===== src/rtl/cnt_pkg.sv =====
// Shared types and constants for the four_bit_counter block.
package cnt_pkg;

    localparam int CNT_W = 4;

    typedef logic [CNT_W-1:0] cnt_t;

    localparam cnt_t CNT_MAX = 4'hF;
    localparam cnt_t CNT_MIN = 4'h0;

    typedef enum logic {
        DN = 1'b0,
        UP = 1'b1
    } dir_e;

endpackage


===== src/rtl/cnt_next_calc.sv =====
// Combinational next-count and wrap-detect logic for four_bit_counter.
module cnt_next_calc
    import cnt_pkg::*;
#(
    parameter int WIDTH    = CNT_W,
    parameter bit SATURATE = 1'b0
) (
    input  logic [WIDTH-1:0] q,
    input  logic             en,
    input  logic             up_dn,
    input  logic             clr,
    input  logic             load,
    input  logic [WIDTH-1:0] load_val,
    output logic [WIDTH-1:0] q_d,
    output logic             wrap_d
);

    localparam logic [WIDTH-1:0] MAX_V = {WIDTH{1'b1}};
    localparam logic [WIDTH-1:0] MIN_V = {WIDTH{1'b0}};
    localparam logic [WIDTH-1:0] ONE   = WIDTH'(1);

    dir_e dir;
    assign dir = dir_e'(up_dn);

    // Priority clr > load > count > hold; only a true rollover raises wrap.
    always_comb begin
        q_d    = q;
        wrap_d = 1'b0;
        if (clr) begin
            q_d = MIN_V;
        end else if (load) begin
            q_d = load_val;
        end else if (en) begin
            if (dir == UP) begin
                if (q == MAX_V) begin
                    if (!SATURATE) begin
                        q_d    = MIN_V;
                        wrap_d = 1'b1;
                    end
                end else begin
                    q_d = q + ONE;
                end
            end else begin
                if (q == MIN_V) begin
                    if (!SATURATE) begin
                        q_d    = MAX_V;
                        wrap_d = 1'b1;
                    end
                end else begin
                    q_d = q - ONE;
                end
            end
        end
    end

endmodule


===== src/rtl/four_bit_counter.sv =====
// Up/down counter with clear, load, optional saturation, terminal-count and wrap flags.
// Default integration ties en=1, up_dn=1, clr=0, load=0, load_val=0 for a free-running up-counter.
module four_bit_counter
    import cnt_pkg::*;
#(
    parameter int               WIDTH       = CNT_W,
    parameter logic [WIDTH-1:0] RESET_VALUE = '0,
    parameter bit               SATURATE    = 1'b0
) (
    input  logic             clk,
    input  logic             rst,
    input  logic             en,
    input  logic             up_dn,
    input  logic             clr,
    input  logic             load,
    input  logic [WIDTH-1:0] load_val,
    output logic [WIDTH-1:0] q,
    output logic             tc,
    output logic             wrap
);

    logic [WIDTH-1:0] q_q;
    logic [WIDTH-1:0] q_d;
    logic             wrap_q;
    logic             wrap_d;

    cnt_next_calc #(
        .WIDTH    (WIDTH),
        .SATURATE (SATURATE)
    ) u_next (
        .q        (q_q),
        .en       (en),
        .up_dn    (up_dn),
        .clr      (clr),
        .load     (load),
        .load_val (load_val),
        .q_d      (q_d),
        .wrap_d   (wrap_d)
    );

    // rst is active-low despite its name.
    always_ff @(posedge clk or negedge rst) begin
        if (!rst) begin
            q_q    <= RESET_VALUE;
            wrap_q <= 1'b0;
        end else begin
            q_q    <= q_d;
            wrap_q <= wrap_d;
        end
    end

    assign q    = q_q;
    assign wrap = wrap_q;
    assign tc   = (dir_e'(up_dn) == UP) ? (q_q == {WIDTH{1'b1}}) : (q_q == {WIDTH{1'b0}});

endmodule


===== config.mk =====
export PLATFORM = sky130hd
export DESIGN_NAME = four_bit_counter
export DESIGN_NICKNAME = d
export VERILOG_FILES = /design/src/rtl/cnt_pkg.sv /design/src/rtl/cnt_next_calc.sv /design/src/rtl/four_bit_counter.sv
export SDC_FILE = /design/constraint.sdc
export NUM_CORES = 1
export LEC_CHECK = 0
export ABC_AREA = 1
export BUFFER_PORTS_ARGS = -buffer_cell sky130_fd_sc_hd__buf_2
export CAP_MARGIN = 20
export CELL_PAD_IN_SITES_DETAIL_PLACEMENT = 1
export CELL_PAD_IN_SITES_GLOBAL_PLACEMENT = 1
export CORE_MARGIN = 2
export CORE_UTILIZATION = 33
export CTS_BUF_LIST = sky130_fd_sc_hd__clkbuf_16
export CTS_CLUSTER_DIAMETER = 120
export DETAILED_ROUTE_END_ITERATION = 16
export GPL_TIMING_DRIVEN = 0
export PLACE_DENSITY_LB_ADDON = 0.1
export SLEW_MARGIN = 20
export SYNTH_ARGS = -nofsm -noshare
export SYNTH_HDL_FRONTEND = slang
export SYNTH_SLANG_ARGS = --single-unit

===== constraint.sdc =====
create_clock -name clk -period 2.8 [get_ports clk]
set_input_delay 0.14 -clock clk [delete_from_list [all_inputs] [get_ports clk]]
set_output_delay 0.14 -clock clk [all_outputs]
set_load 0.1 [all_outputs]

# Yosys cells after proc, flatten, opt, wreduce, memory -nomap -nowiden
# Index checks and enable logic that the tools add are counted.
# W data, S select, Z words.
[classes] n_addsub=2 multipliers=0 n_div=0 order_cmp=0 eq_ne=1 n_shift=0 n_mux=13 bitwise_logic=0 n_reduce_logical=2
[op_table] operator="$mux W4" count=6
[op_table] operator="$mux W1" count=7
[op_table] operator="$add A4 B1 Y4 const B" count=1
[op_table] operator="$eq A4 B4 Y1 const B" count=1
[op_table] operator="$logic_not A4 Y1" count=1
[op_table] operator="$sub A4 B1 Y4 const B" count=1
[op_table] operator="$reduce_bool A3 Y1" count=1
[word_totals] ff_bits=5 latch_bits=0 mem_bits_rw=0 mem_bits_ro=0 inputBits=10 output_inout_bits=6 word_cells=20 mem_count=0

# Depth between registers and ports, before layout
[depth] depth_word=6 depth_mapped=10 mapped_depth_nobuf=10

# Modules after synthesis
# Synthesis repeated with hierarchy kept, for this count alone.
[hier_totals] hier_cells=70 hier_area_um2=440.4
[by_module_without_submodules] mod="cnt_next_calc" n_inst=1 cells_per_inst=55 area_each_um2=276.5 seq_area_each_um2=0.0
[by_module_without_submodules] mod="four_bit_counter" n_inst=1 cells_per_inst=15 area_each_um2=163.9 seq_area_each_um2=125.1

# Worst setup path before layout
# Ideal clock, no wire load.
[synth_path] path_kind="register -> register" from="register q_q[0] (netlist: q[0])" to="register wrap_q (netlist: wrap)" setup_time_ps=118 arrival_ps=2180 t_required_ps=2682 setup_slack_ps=503 stages_incl_launch_ff=9 n_path_buf=0 synth_period_minus_slack_ps=2297 path_cell_list="dfrtp_1 > inv_1 > ha_1 > inv_1 > nor3_2 > nand2_1 > nand2_2 > nand2_1 > nor2_1"
[synth_between] elab_chain_len=6 elab_cells_between_ends=8 cone_classes="eq/ne: 1; mux: 6; reduce/logical: 1"
[synth_rtl] item="from (decl)" line_no="four_bit_counter.sv:22" rtl="logic [WIDTH-1:0] q_q;"
[synth_rtl] item="from (signal assigned)" line_no="four_bit_counter.sv:47" rtl="q_q <= q_d;"
[synth_rtl] item="$eq A4 B4 Y1 or $logic_not A4 Y1 (tied branches)" line_no="cnt_next_calc.sv:35, cnt_next_calc.sv:44"
[synth_rtl] item="$mux W1 (on tied branches)" line_no="cnt_next_calc.sv:35, cnt_next_calc.sv:44"
[synth_rtl] item="$mux W1 (*)" line_no="cnt_next_calc.sv:34" rtl="if (dir == UP) begin"
[synth_rtl] item="$mux W1 (*)" line_no="cnt_next_calc.sv:33" rtl="end else if (en) begin"
[synth_rtl] item="$mux W1 (*)" line_no="cnt_next_calc.sv:31" rtl="end else if (load) begin"
[synth_rtl] item="$mux W1 (*)" line_no="cnt_next_calc.sv:29" rtl="if (clr) begin"
[synth_rtl] item="net u_next.wrap_d" line_no="cnt_next_calc.sv:15" rtl="output logic wrap_d"
[synth_rtl] item="to (signal assigned)" line_no="four_bit_counter.sv:48" rtl="wrap_q <= wrap_d;"
[synth_rtl] item="to (decl)" line_no="four_bit_counter.sv:24" rtl="logic wrap_q;"
# Mark *: on every way through the listed nets, which the timed path passes. The rest lies on a longest branch.
# A chain may end at the register's enable or synchronous reset.

# Worst setup path in the final report
[layout_path] from="register q_q[0] (netlist: q[0])" to="output port tc"
[layout_between] elab_chain_len=2 elab_cells_between_ends=3 cone_classes="eq/ne: 1; mux: 1; reduce/logical: 1"
[layout_rtl] item="$eq A4 B4 Y1 or $logic_not A4 Y1 (tied branches)" line_no="four_bit_counter.sv:54" rtl="assign tc = (dir_e'(up_dn) == UP) ? (q_q == {WIDTH{1'b1}}) : (q_q == {WIDTH{1'b0}});"
[layout_rtl] item="$mux W1 (*)" line_no="four_bit_counter.sv:54"
[layout_rtl] item="to (decl)" line_no="four_bit_counter.sv:18" rtl="output logic tc,"
# Every way passes the cells marked *; elsewhere a longest branch is shown, timed or not.

==> key figures <==
Run
  • Maxcap violations: 0

Timing
  • RSZ-0062 raised after global routing: no
  • Worst-margin pin slew: ~500 ps
  • Max-slew headroom: approximately 68%
  • Setup Viol. Count Final: 0
  • Max Clock Freq: 0.524 GHz
  • Slew Viols, Final: 0
  • Final Hold Violating Endpoints: 0
  • Min Tclk post-route: 1910 ps
  • Period utilization: between 60% and 70%
  • Layout Skew: ~1.8 ps
  • Final setup TNS: 0 ps

Placement
  • Inst Count DP: a little over 90
  • DP HPWL: around 850 um
  • Post-DP Area: between 500 and 600 sq um
  • Routability Congestion: a little under 0.8
  • PortBufs: 14

Status
  • Status: complete, no violations

Finish
  • Commonest cells after routing, fill and taps aside: 16 x nand2_1, 15 x buf_2, 9 x inv_1
  • Commonest non-fill, non-tap cell in the layout: nand2_1
  • Nets@finish: 94
  • FF/Latch Area: roughly 130 sq um
  • Final Core Density: approximately half
  • Area Overhead vs Synth: 40.8%
  • Footprint of the multi-input gates: 264 sq um
  • Fill cells: roughly 180
  • Share of cells above drive strength 1: 33.3%
  • Antenna cell count: 0
  • Fin area: between 600 and 700 sq um
  • Fin cells: 96

Global route
  • Initial antenna violation count: 0
  • GRT Residual Overflow: 0
  • Vias in the first global route: slightly below 400
  • Largest net degree at the start of global routing: 10
  • Global Route Usage Sum: a little under a fifth
  • First-pass GRT wire length: around 1800 um

Logic synthesis
  • Gate Count Post-Synth: 62
  • Synth top area cells: dfrtp_1 29%, nand2_1 14%, nand3_1 9.2%
  • Ys Warns: 0
  • Yosys cell types: 20
  • Synthesized area per cell: 7.02 sq um
  • Seq/Total Area, Yosys: between 20% and 30%
  • Syn_nets: 74
  • Synth Cell Area: between 400 and 500 sq um
  • Cell taking the most area after synthesis: dfrtp_1
  • Seq cells post-synth: 5
  • Yosys top cell area share: 28.7%

Floorplan
  • IO Pins: 16
  • Starting density of the core: 34.3%
  • Die height: between 40 and 50 um
  • Die ar.: between 1500 and 2000 sq um
  • Row count: 13
  • Die width: 40.3 um
  • Core ar.: 1270 sq um

Pwr
  • Switching pwr: between 0.00015 and 0.0002 W
  • Power per cell area: ~750 nW/um^2
  • Comb power frac: between 20% and 30%
  • Pint: ~0.00030 W
  • Clock share of power: 51.4%
  • Leakage: around 0.33 nW
  • Switch share: between 30% and 40%
  • Power share of the sequential group: 19.2%
  • Peak supply drop: 0.299 mV

Clocking
  • Clock Latency Late Sink: around 230 ps
  • H-tree Lvls: 1
  • CTS tree: yes
  • Clock sink count: 5
  • CTS-repair resized insts: 0
  • Clock Root Buffer: clkbuf_16
  • Max Root-Sink Buffers: 2
  • Clock slew at reported path FFs: approximately 40 ps
  • CTS Buf Count: 3

Detailed routing
  • DRC: 0
  • Final wirelength: 1220 um
  • WL per Instance: roughly 13 um
  • Vias per cell: 4.90
  • Vias post-DR: 470
  • ANT nets after route: 0
  • DR pass1 iterations: 4
  • Iter 0 DRT Violations: 5

Worst setup path
  • CP Launch Type: flop
  • CP Data Required Time: approximately 2700 ps
  • Crit path max fanout: 5
  • RR Endpoint: q[3]
  • CP Capture Type: output pin
  • Worst R2R Setup Slack: ~1400 ps
  • Worst r2r src: q[1]
  • Setup CP Type: reg -> out
  • R2R depth: 10
  • Crit path DAT: around 1800 ps

Hold path
  • Hold path cells: 3
  • Hold EP: wrap
  • Hold_sp: en
  • Worst min path class: in -> reg
==> Yosys cell counts <==
cell,number
nand2_1,16
o21a_1,1
a21oi_1,1
or2_2,2
ha_1,2
o21ai_0,4
dfrtp_1,5
buf_6,1
nand3_1,8
nor2_4,2
nand2_2,1
or2_4,1
nand4_1,2
o211ai_1,2
buf_2,1
o21ai_1,1
nor2_1,2
inv_1,8
nor2_2,1
nor3_2,1
==> power groups by stage <==
stage	Sequential (W)	Combinational [W]	Clock [W]
floorplan	0.000133	0.0000614	0
global placement	0.0000894	0.000132	0
detailed placement	0.0000891	0.000134	0
CTS	0.0000886	0.000137	0.000241
global route	0.0000900	0.000148	0.000249
finish	0.0000886	0.000136	0.000237
==> worst max-delay path by stage <==
| stage | from | endpoint | slack [ps] |
|---|---|---|---|
| floorplan | q[0] | wrap | 500 |
| global placement | q[0] | tc | 1130 |
| detailed placement | q[0] | tc | 1130 |
| CTS | q[0] | tc | 880 |
| global route | q[0] | tc | 770 |
| finish | q[0] | tc | 890 |
==> registers in the layout (all words and copies together), names as in the netlist <==
name  flops
wrap      1
q         4
==> timing repair <==
action,CTS,global route
hold buffers,1,0
buffers inserted,0,0
hold endpoints to repair,5,0
==> cell type report <==
class	count	area share, %
multi-input combinational	47	43.1
sequential	5	20.4
timing repair buffer	15	13.1
clock buffer	3	12.2
inverter	8	4.90
tap	15	3.06
buffer	2	2.65
clock inverter	1	0.612
==> per-layer routing <==
metal	vias up	wire length, um	track usage, %
li1	239	-	-
met1	217	554	24.8
met2	12	606	26.2
met3	2	47	3.33
met4	0	10	10.0
met5	-	0	0
==> through the flow <==
| step | hold slack (ps) | setup WS [ps] | total power [W] |
|---|---|---|---|
| after floorplan | -156 | 503 | 0.000194 |
| after global placement | -46.9 | 1130 | 0.000222 |
| after detailed placement | -42.9 | 1130 | 0.000223 |
| after CTS | 170 | 875 | 0.000467 |
| after global routing | 182 | 775 | 0.000487 |
| final | 175 | 893 | 0.000462 |
==> cells by family after synthesis <==
| kind of cell | Yosys count | share of synthesized area [%] |
|---|---|---|
| AO/OA/AOI/OAI | 9 | 12.1 |
| adder cells (fa/ha/maj) | 2 | 5.75 |
| buffers and inverters | 10 | 10.6 |
| flip-flops | 5 | 28.7 |
| AND/OR/NAND/NOR | 36 | 42.8 |
==> worst max-delay path: stages (launching register included) <==
cell and delay, ps:
dfrtp_1 410, inv_1 160, ha_1 170, inv_1 60
nor3_2 130, nand2_1 110, nand2_2 70, buf_2 420
Power figures use the tool's default switching activity.
